**src/rtl/encoder_8x3_seq_pkg.sv**
```systemverilog
// rtl/encoder_8x3_seq_pkg.sv - shared widths, state enum and vector types for the 8-to-3 encoder
package encoder_pkg;

    localparam int VEC_W = 8;
    localparam int IDX_W = 3;

    typedef enum logic {
        IDLE = 1'b0,
        BUSY = 1'b1
    } enc_state_t;

    typedef logic [VEC_W-1:0] vec_t;
    typedef logic [IDX_W-1:0] idx_t;

endpackage

```
**src/rtl/encoder_8x3_seq_if.sv**
```systemverilog
// rtl/encoder_8x3_seq_if.sv - request and index-beat handshake bundle for the encoder
interface encoder_8x3_seq_if;
    import encoder_pkg::*;

    vec_t in;
    logic in_valid;
    logic in_ready;
    idx_t out;
    logic out_valid;
    logic out_ready;
    logic out_last;
    logic zero_err;

    // slave is the encoder itself; master is whoever feeds vectors and drains beats
    modport slave (
        input  in, in_valid, out_ready,
        output in_ready, out, out_valid, out_last, zero_err
    );

    modport master (
        output in, in_valid, out_ready,
        input  in_ready, out, out_valid, out_last, zero_err
    );

endinterface

```
**src/rtl/encoder_8x3_seq_prio_enc.sv**
```systemverilog
// rtl/encoder_8x3_seq_prio_enc.sv - combinational priority encoder picking the next set bit of a vector
module prio_enc_8x3
    import encoder_pkg::*;
(
    input  vec_t vec,
    input  logic msb_first,
    output idx_t idx,
    output vec_t onehot,
    output logic single
);

    logic found;

    always_comb begin
        idx   = '0;
        found = 1'b0;
        if (msb_first) begin
            for (int i = VEC_W - 1; i >= 0; i--) begin
                if (vec[i] && !found) begin
                    idx   = idx_t'(i);
                    found = 1'b1;
                end
            end
        end else begin
            for (int i = 0; i < VEC_W; i++) begin
                if (vec[i] && !found) begin
                    idx   = idx_t'(i);
                    found = 1'b1;
                end
            end
        end
    end

    always_comb begin
        onehot = found ? (vec_t'(1) << idx) : '0;
        // clearing the lowest set bit leaves zero only when exactly one bit was set
        single = found && ((vec & (vec - vec_t'(1))) == '0);
    end

endmodule

```
**src/rtl/encoder_8x3_seq.sv**
```systemverilog
// rtl/encoder_8x3_seq.sv - serialises a multi-hot request vector into one 3-bit index per beat
module encoder_8x3_seq
    import encoder_pkg::*;
#(
    parameter bit MSB_FIRST = 1'b0
) (
    input  logic               clk,
    input  logic               rst,
    encoder_8x3_seq_if.slave   bus
);

    enc_state_t state_q, state_d;
    vec_t       pending_q, pending_d;
    logic       zero_err_q, zero_err_d;

    idx_t sel_idx;
    vec_t sel_onehot;
    logic sel_single;
    logic accept;

    prio_enc_8x3 u_prio (
        .vec       (pending_q),
        .msb_first (MSB_FIRST),
        .idx       (sel_idx),
        .onehot    (sel_onehot),
        .single    (sel_single)
    );

    always_ff @(posedge clk) begin
        if (rst) begin
            state_q    <= IDLE;
            pending_q  <= '0;
            zero_err_q <= 1'b0;
        end else begin
            state_q    <= state_d;
            pending_q  <= pending_d;
            zero_err_q <= zero_err_d;
        end
    end

    assign accept = bus.in_valid && bus.in_ready;

    always_comb begin
        state_d    = state_q;
        pending_d  = pending_q;
        zero_err_d = 1'b0;
        case (state_q)
            IDLE: begin
                if (accept) begin
                    if (bus.in != '0) begin
                        pending_d = bus.in;
                        state_d   = BUSY;
                    end else begin
                        zero_err_d = 1'b1;
                    end
                end
            end
            BUSY: begin
                if (bus.out_ready) begin
                    pending_d = pending_q & ~sel_onehot;
                    if (sel_single) begin
                        state_d = IDLE;
                    end
                end
            end
            default: state_d = IDLE;
        endcase
    end

    // beats come straight from registered pending, so in never reaches out combinationally
    always_comb begin
        bus.in_ready  = (state_q == IDLE) && !rst;
        bus.out_valid = (state_q == BUSY);
        bus.out       = (state_q == BUSY) ? sel_idx : '0;
        bus.out_last  = (state_q == BUSY) && sel_single;
        bus.zero_err  = zero_err_q;
    end

endmodule

```
**src/flat_wrapper.sv**
```systemverilog
// flat-port wrapper written by rule: the top's interface ports become plain ports
module encoder_8x3_seq_flat import encoder_pkg::*;
#(
    parameter bit MSB_FIRST = 1'b0
)
  (clk, rst, bus_in, bus_in_valid, bus_out_ready, bus_in_ready, bus_out, bus_out_valid, bus_out_last, bus_zero_err);
  encoder_8x3_seq_if bus_i ();
  input  logic clk;
  input  logic rst;
  input wire logic [$bits(bus_i.in)-1:0] bus_in;
  input wire logic [$bits(bus_i.in_valid)-1:0] bus_in_valid;
  input wire logic [$bits(bus_i.out_ready)-1:0] bus_out_ready;
  output wire logic [$bits(bus_i.in_ready)-1:0] bus_in_ready;
  output wire logic [$bits(bus_i.out)-1:0] bus_out;
  output wire logic [$bits(bus_i.out_valid)-1:0] bus_out_valid;
  output wire logic [$bits(bus_i.out_last)-1:0] bus_out_last;
  output wire logic [$bits(bus_i.zero_err)-1:0] bus_zero_err;
  assign bus_i.in = bus_in;
  assign bus_i.in_valid = bus_in_valid;
  assign bus_i.out_ready = bus_out_ready;
  assign bus_in_ready = bus_i.in_ready;
  assign bus_out = bus_i.out;
  assign bus_out_valid = bus_i.out_valid;
  assign bus_out_last = bus_i.out_last;
  assign bus_zero_err = bus_i.zero_err;
  encoder_8x3_seq #(.MSB_FIRST(MSB_FIRST)) u_core (.clk(clk), .rst(rst), .bus(bus_i));
endmodule
```
**config.mk**
```make
export PLATFORM = sky130hd
export DESIGN_NAME = encoder_8x3_seq_flat
export DESIGN_NICKNAME = d
export VERILOG_FILES = /design/src/rtl/encoder_8x3_seq_pkg.sv /design/src/rtl/encoder_8x3_seq_if.sv /design/src/rtl/encoder_8x3_seq_prio_enc.sv /design/src/rtl/encoder_8x3_seq.sv /design/src/flat_wrapper.sv
export SDC_FILE = /design/constraint.sdc
export NUM_CORES = 1
export LEC_CHECK = 0
export BUFFER_PORTS_ARGS = -buffer_cell sky130_fd_sc_hd__buf_2
export CORE_MARGIN = 2
export CORE_UTILIZATION = 25
export CTS_CLUSTER_DIAMETER = 150
export DETAILED_ROUTE_END_ITERATION = 16
export PLACE_DENSITY = 0.49
export SLEW_MARGIN = 20
export SYNTH_ARGS = -nofsm -noshare
export SYNTH_HDL_FRONTEND = slang
export SYNTH_SLANG_ARGS = --single-unit
```
**constraint.sdc**
```tcl
create_clock -name clk -period 3.63 [get_ports clk]
set_input_delay 0.363 -clock clk [delete_from_list [all_inputs] [get_ports clk]]
set_output_delay 0.363 -clock clk [all_outputs]
set_load 0.03 [all_outputs]
```
# Yosys cells after proc, flatten, opt, wreduce, memory -nomap -nowiden
# Index checks and enable logic that the tools add are counted.
dict set report classes {
  shifts 1
  bitwise 5
  reduce_logical 23
  add_sub_neg 1
  eq_ne 3
  mux 27
}
# cell n
set ops {}
lappend ops {{8-bit two-way mux} 4}
lappend ops {{3-bit two-way mux} 7}
lappend ops {{8-bit AND} 2}
lappend ops {{8-bit one-hot mux with 2 select lines} 1}
lappend ops {{1-bit two-way mux} 14}
lappend ops {{1-bit logical AND} 11}
lappend ops {{1-bit logical NOT} 8}
lappend ops {{8-bit logical NOT} 1}
lappend ops {{8-bit inverter} 1}
lappend ops {{8-bit nonzero test} 1}
lappend ops {{1-bit by 3-bit << shifter with 8-bit output, first input constant} 1}
lappend ops {{8-bit by 1-bit subtractor with 8-bit output, second input constant} 1}
lappend ops {{2-bit by 1-bit != test with 1-bit output, second input constant} 2}
lappend ops {{3-bit AND reduction} 1}
lappend ops {{3-bit OR reduction} 1}
lappend ops {{2-bit != test, second input constant} 1}
lappend ops {{1-bit inverter} 2}
lappend ops {{1-bit one-hot mux with 2 select lines} 1}
dict set report totals {
  output_inout_bits 7
  reg_bits 10
}

# Logic depth before layout (Yosys ltp)
dict set report logic_depth {
  word_depth 28
  depth_mapped 6
  ltp_nobuf 5
}

# By module
# A second synthesis with hierarchy kept.
dict set report unflattened {
  cells_unflattened 128
  hier_area_um2 943.4
}
# module area_each_um2 n_inst cells_per_inst
set by_module_without_submodules {}
lappend by_module_without_submodules {encoder_8x3_seq 588.1 1 69}
lappend by_module_without_submodules {prio_enc_8x3 355.3 1 59}

# Worst setup path after synthesis
# No wires, ideal clock.
dict set report synth_timing {
  path_type {register to output}
  from {register u_core.pending_q[0]}
  to {output port bus_out[1]}
  path_buffers 1
  required_time_ns 3.267
  stages_incl_launch_ff 6
  arrival_ns 1.757
  setup_slack_ns 1.510
  cell_sequence {dfxtp_1 > or4_4 > buf_6 > or3_4 > o32ai_1 > and2_1}
}
dict set report synth_via {
  elab_chain_len 23
  elab_cells_between_ends 28
  classes_between {14 x mux; 14 x reduce/logical}
}
# element line
set synth_rtl {}
lappend synth_rtl {{from (decl)} encoder_8x3_seq.sv:13} ;# vec_t pending_q, pending_d;
lappend synth_rtl {{from (signal assigned)} encoder_8x3_seq.sv:36} ;# pending_q <= pending_d;
lappend synth_rtl {{1-bit two-way mux *} encoder_8x3_seq_prio_enc.sv:26} ;# if (vec[i] && !found) begin
lappend synth_rtl {{1-bit logical NOT} encoder_8x3_seq_prio_enc.sv:26}
lappend synth_rtl {{1-bit logical AND} encoder_8x3_seq_prio_enc.sv:26}
lappend synth_rtl {{1-bit two-way mux *} encoder_8x3_seq_prio_enc.sv:26}
lappend synth_rtl {{1-bit logical NOT} encoder_8x3_seq_prio_enc.sv:26}
lappend synth_rtl {{1-bit logical AND} encoder_8x3_seq_prio_enc.sv:26}
lappend synth_rtl {{1-bit two-way mux} encoder_8x3_seq_prio_enc.sv:26}
lappend synth_rtl {{1-bit logical NOT} encoder_8x3_seq_prio_enc.sv:26}
lappend synth_rtl {{[7 not listed]} --}
lappend synth_rtl {{1-bit two-way mux} encoder_8x3_seq_prio_enc.sv:26}
lappend synth_rtl {{1-bit logical NOT} encoder_8x3_seq_prio_enc.sv:26}
lappend synth_rtl {{1-bit logical AND} encoder_8x3_seq_prio_enc.sv:26}
lappend synth_rtl {{1-bit two-way mux} encoder_8x3_seq_prio_enc.sv:26}
lappend synth_rtl {{1-bit logical NOT} encoder_8x3_seq_prio_enc.sv:26}
lappend synth_rtl {{1-bit logical AND} encoder_8x3_seq_prio_enc.sv:26}
lappend synth_rtl {{3-bit two-way mux *} encoder_8x3_seq_prio_enc.sv:26}
lappend synth_rtl {{3-bit two-way mux *} encoder_8x3_seq.sv:74} ;# bus.out = (state_q == BUSY) ? sel_idx : '0;
lappend synth_rtl {{to (decl)} flat_wrapper.sv:14} ;# output wire logic [$bits(bus_i.out)-1:0] bus_out;
# Mark *: on every way between the ends. The rest lies on a longest branch, timed or not.

# Final worst setup path
# Same ends and word-level chain as after synthesis.

==> metrics.md <==
| Metric | Value |
|---|---|
| Status | finished clean |
| Crit path from | u_core.pending_q[0]$_SDFFE_PP0P_ |
| Post-synth cell types | 30 |
| CTS Buf Count | 3 |
| Comb power frac | 25.5% |
| FF-to-FF setup slack | 1.55 ns |
| Flop pwr share | 42.5% |
| Crit share post-route | 67.76% |
| Post-Synth Simple-Gate Area | 29.42% |
| Worst path required time | ~3.3 ns |
| DRT Wirelength | 1623 µm |
| Vias in the first global route | 610 |
| Max Transition Viols Final | 0 |
| Synth warn | 0 |
| Clock buffer depth | 2 |
| Grt ovf | 0 |
| Leakage power total | about 0.31 nW |
| Hold Path Class | in2reg |
| Die Wd | ~53 µm |
| DRC Markers | 0 |
| Slew HR | 67.33% |
| RR Endpoint | u_core.pending_q[5]$_SDFFE_PP0P_ |
| Post-cts hold buffer count | 0 |
| Share of cells above drive strength 1 | 26.80% |
| Skew-Pair Late Insertion Delay | around 0.27 ns |
| GR Util All Layers | 13.36% |
| Die ar. | approximately 2800 µm² |
| Synth Area in XOR/XNOR | 0% |
| Final-report hold violation count | 0 |
| Max Cap Viol | 0 |
| Synthesized area | roughly 610 µm² |
| Via density per instance | 5.120 |
| Sequential area share after synthesis | 32.92% |
| Root buffer cell | clkbuf_4 |
| Initial antenna violation count | 0 |
| Final core occ | between 30% and 40% |
| Worst-margin pin slew | 0.4893 ns |
| FMAX | 406.6 MHz |
| RSZ-0062 raised after global routing | false |
| Largest family of logic cells by synthesized area | compound AO/OA/AOI/OAI gates |
| P&R area growth vs syn | 23.46% |
| Syn Nets | 90 |
| Number of synthesized register bits | 10 |
| Cells after synthesis | just under 80 |
| Rows | 17 |
| First-pass GRT wire length | 2732 µm |
| Detail Route Antenna Nets | 0 |
| # clock sinks | 10 |
| Worst-path fanout max | 8 |
| Crit path DAT | roughly 2.1 ns |
| Largest net degree at the start of global routing | 18 |
| Clock share of power | 32.0% |
| Count of final setup violators | 0 |
| Startpoint types | flop |
| Clk slew on worst S/H paths | 0.07 ns |
| Net Sw Frac | 32.74% |
| Post-CTS resize count | 0 |
| RePlAce Congestion | 0.7474 |
| CTS tree | yes |
| Crit end category | output port |
| Final min period | 2.460 ns |
| DR pass1 iterations | 4 |
| Floorplan core area | ~2300 µm² |
| CTS H-tree lvls | 1 |
| Initial core utilization | 26.97% |
| # fillers | 271 |
| Post-DP HPWL | 1269 µm |
| Crit Reg-Reg Startpoint | u_core.bus.out_valid$_SDFF_PP0_ |
| Final setup TNS | 0 ns |
| PD cells | ~430 nW/µm² |
| Antenna Cells | 0 |
| Max IR drop VDD | 0.0002555 V |
| Layout net count | 110 |
| Mux cell area share after synthesis | 0% |
| Syn Area/Cell | 7.796 µm² |
| Synth Area in Adders | 1.646% |
| Die extent in y | 53.32 µm |
| Compound-Gate Fraction of Synth Area | 31.07% |
| I/O pins | 19 |
| First DRT Iteration DRCs | 11 |
| Post-DR wirelength/cell | 12.98 µm |
| Crit path kind | reg2out |
| Post-CTS Setup Inserts | 0 |
| Clock skew | 0.003043 ns |
| Int Pwr | roughly 0.00021 W |
| CP endpoint | bus_out[1] |
| Reg2reg path depth | 5 |
| Vias post-DR | 640 |
| Psw | 0.0001046 W |
| I/O Buffers | 18 |
[power groups by stage]
stage               Sequential, W  Combinational [W]  Clock [W]
floorplan                0.000132          0.0000658          0
global placement         0.000138          0.0000824          0
detailed placement       0.000138          0.0000820          0
CTS                      0.000135          0.0000822   0.000105
global route             0.000138          0.0000906   0.000112
finish                   0.000136          0.0000815   0.000102
[sequential cells by signal (all words and copies together), names as in the netlist]
| register | count |
|---|---|
| u_core.bus.zero_err | 1 |
| u_core.bus.out_valid | 1 |
| u_core.pending_q | 8 |
[logic make-up after synthesis]
group,after synthesis
simple gates,32
compound gates,29
flops,10
fa+ha+maj,1
buf+inv,6
[placed cells by master, fill, tap and decap left out, drive strengths merged]
cell,synthesis,layout
a21boi,1,1
a21oi,8,8
a31oi,1,1
a32o,3,3
and2,3,3
and3,2,2
buf,1,18
clkbuf,2,4
dfxtp,10,10
inv,3,3
maj3,1,1
nand2,9,9
nand2b,3,3
nand3b,1,1
nor2,6,6
nor2b,1,1
nor3,1,1
nor3b,1,1
nor4,2,2
o21a,1,1
o21ai,9,9
o22ai,1,1
o311ai,1,1
o31ai,1,1
o32ai,2,2
o41ai,1,1
or3,2,2
or4,1,1
[metrics by stage]
step	total power (W)	std cells	hold WS, ns	setup WS (ns)	instance area (µm²)
after floorplan	0.0001980	78	0.4321	1.510	608.1
after global placement	0.0002203	121	0.5181	1.456	714.4
after detailed placement	0.0002199	121	0.5181	1.464	714.4
after CTS	0.0003220	125	0.3200	1.173	750.7
after global routing	0.0003401	125	0.3222	1.091	750.7
final	0.0003194	125	0.3213	1.170	750.7
[synthesized netlist by cell type]
library cell | number | area [µm²]
nor2_1 | 6 | 22.52
nand2_1 | 9 | 33.78
nor3b_2 | 1 | 12.51
nor2b_1 | 1 | 6.260
inv_1 | 3 | 11.26
or3_4 | 1 | 11.26
o21ai_2 | 1 | 8.760
o311ai_0 | 1 | 8.760
o31ai_1 | 1 | 7.510
o22ai_1 | 1 | 6.260
a32o_1 | 3 | 30.03
buf_6 | 1 | 11.26
nor4_1 | 2 | 12.51
nand3b_1 | 1 | 7.510
or3_1 | 1 | 6.260
a21boi_1 | 1 | 7.510
or4_4 | 1 | 11.26
nand2b_1 | 3 | 18.77
and2_1 | 3 | 18.77
o21a_1 | 1 | 7.510
maj3_1 | 1 | 10.01
dfxtp_1 | 10 | 200.2
and3_1 | 2 | 12.51
a21oi_1 | 8 | 40.04
o32ai_1 | 2 | 17.52
nor3_1 | 1 | 5.000
a31oi_1 | 1 | 6.260
o41ai_1 | 1 | 8.760
clkbuf_1 | 2 | 7.510
o21ai_0 | 8 | 40.04
[final cells by class]
cell class	count	area [µm²]	share of cell area, %
multi-input combinational	62	377.9	50.33
sequential	10	200.2	26.67
timing repair buffer	18	90.09	12.00
clock buffer	4	36.28	4.833
tap	28	35.03	4.667
inverter	3	11.26	1.500
[metal layers]
metal  vias up  GRT usage, %  part of all wire, %
met1       283         18.14                   52
met3         6         2.825                  6.3
met2        24         19.75                   40
met5         -             0                    0
li1        327             -                    -
met4         0         6.410                  1.7
[worst min path at each step]
stage / endpoint / startpoint / depth (start not counted) / slack [ns]
finish: u_core.pending_q[6]$_SDFFE_PP0P_ / bus_in[6] / 3 / 0.32
global route: u_core.pending_q[5]$_SDFFE_PP0P_ / bus_in[5] / 2 / 0.32
CTS: u_core.pending_q[2]$_SDFFE_PP0P_ / bus_in[2] / 2 / 0.32
detailed placement: u_core.pending_q[3]$_SDFFE_PP0P_ / u_core.pending_q[3]$_SDFFE_PP0P_ / 2 / 0.52
global placement: u_core.pending_q[3]$_SDFFE_PP0P_ / u_core.pending_q[3]$_SDFFE_PP0P_ / 2 / 0.52
floorplan: u_core.pending_q[0]$_SDFFE_PP0P_ / rst / 1 / 0.43
[critical path, stage by stage (launching register included)]
cell and delay [ns]:
dfxtp_1 0.39, or4_4 0.60, or3_4 0.37, o32ai_1 0.13, and2_1 0.16, buf_2 0.19
No activity file was read; power rests on OpenSTA's default activity.
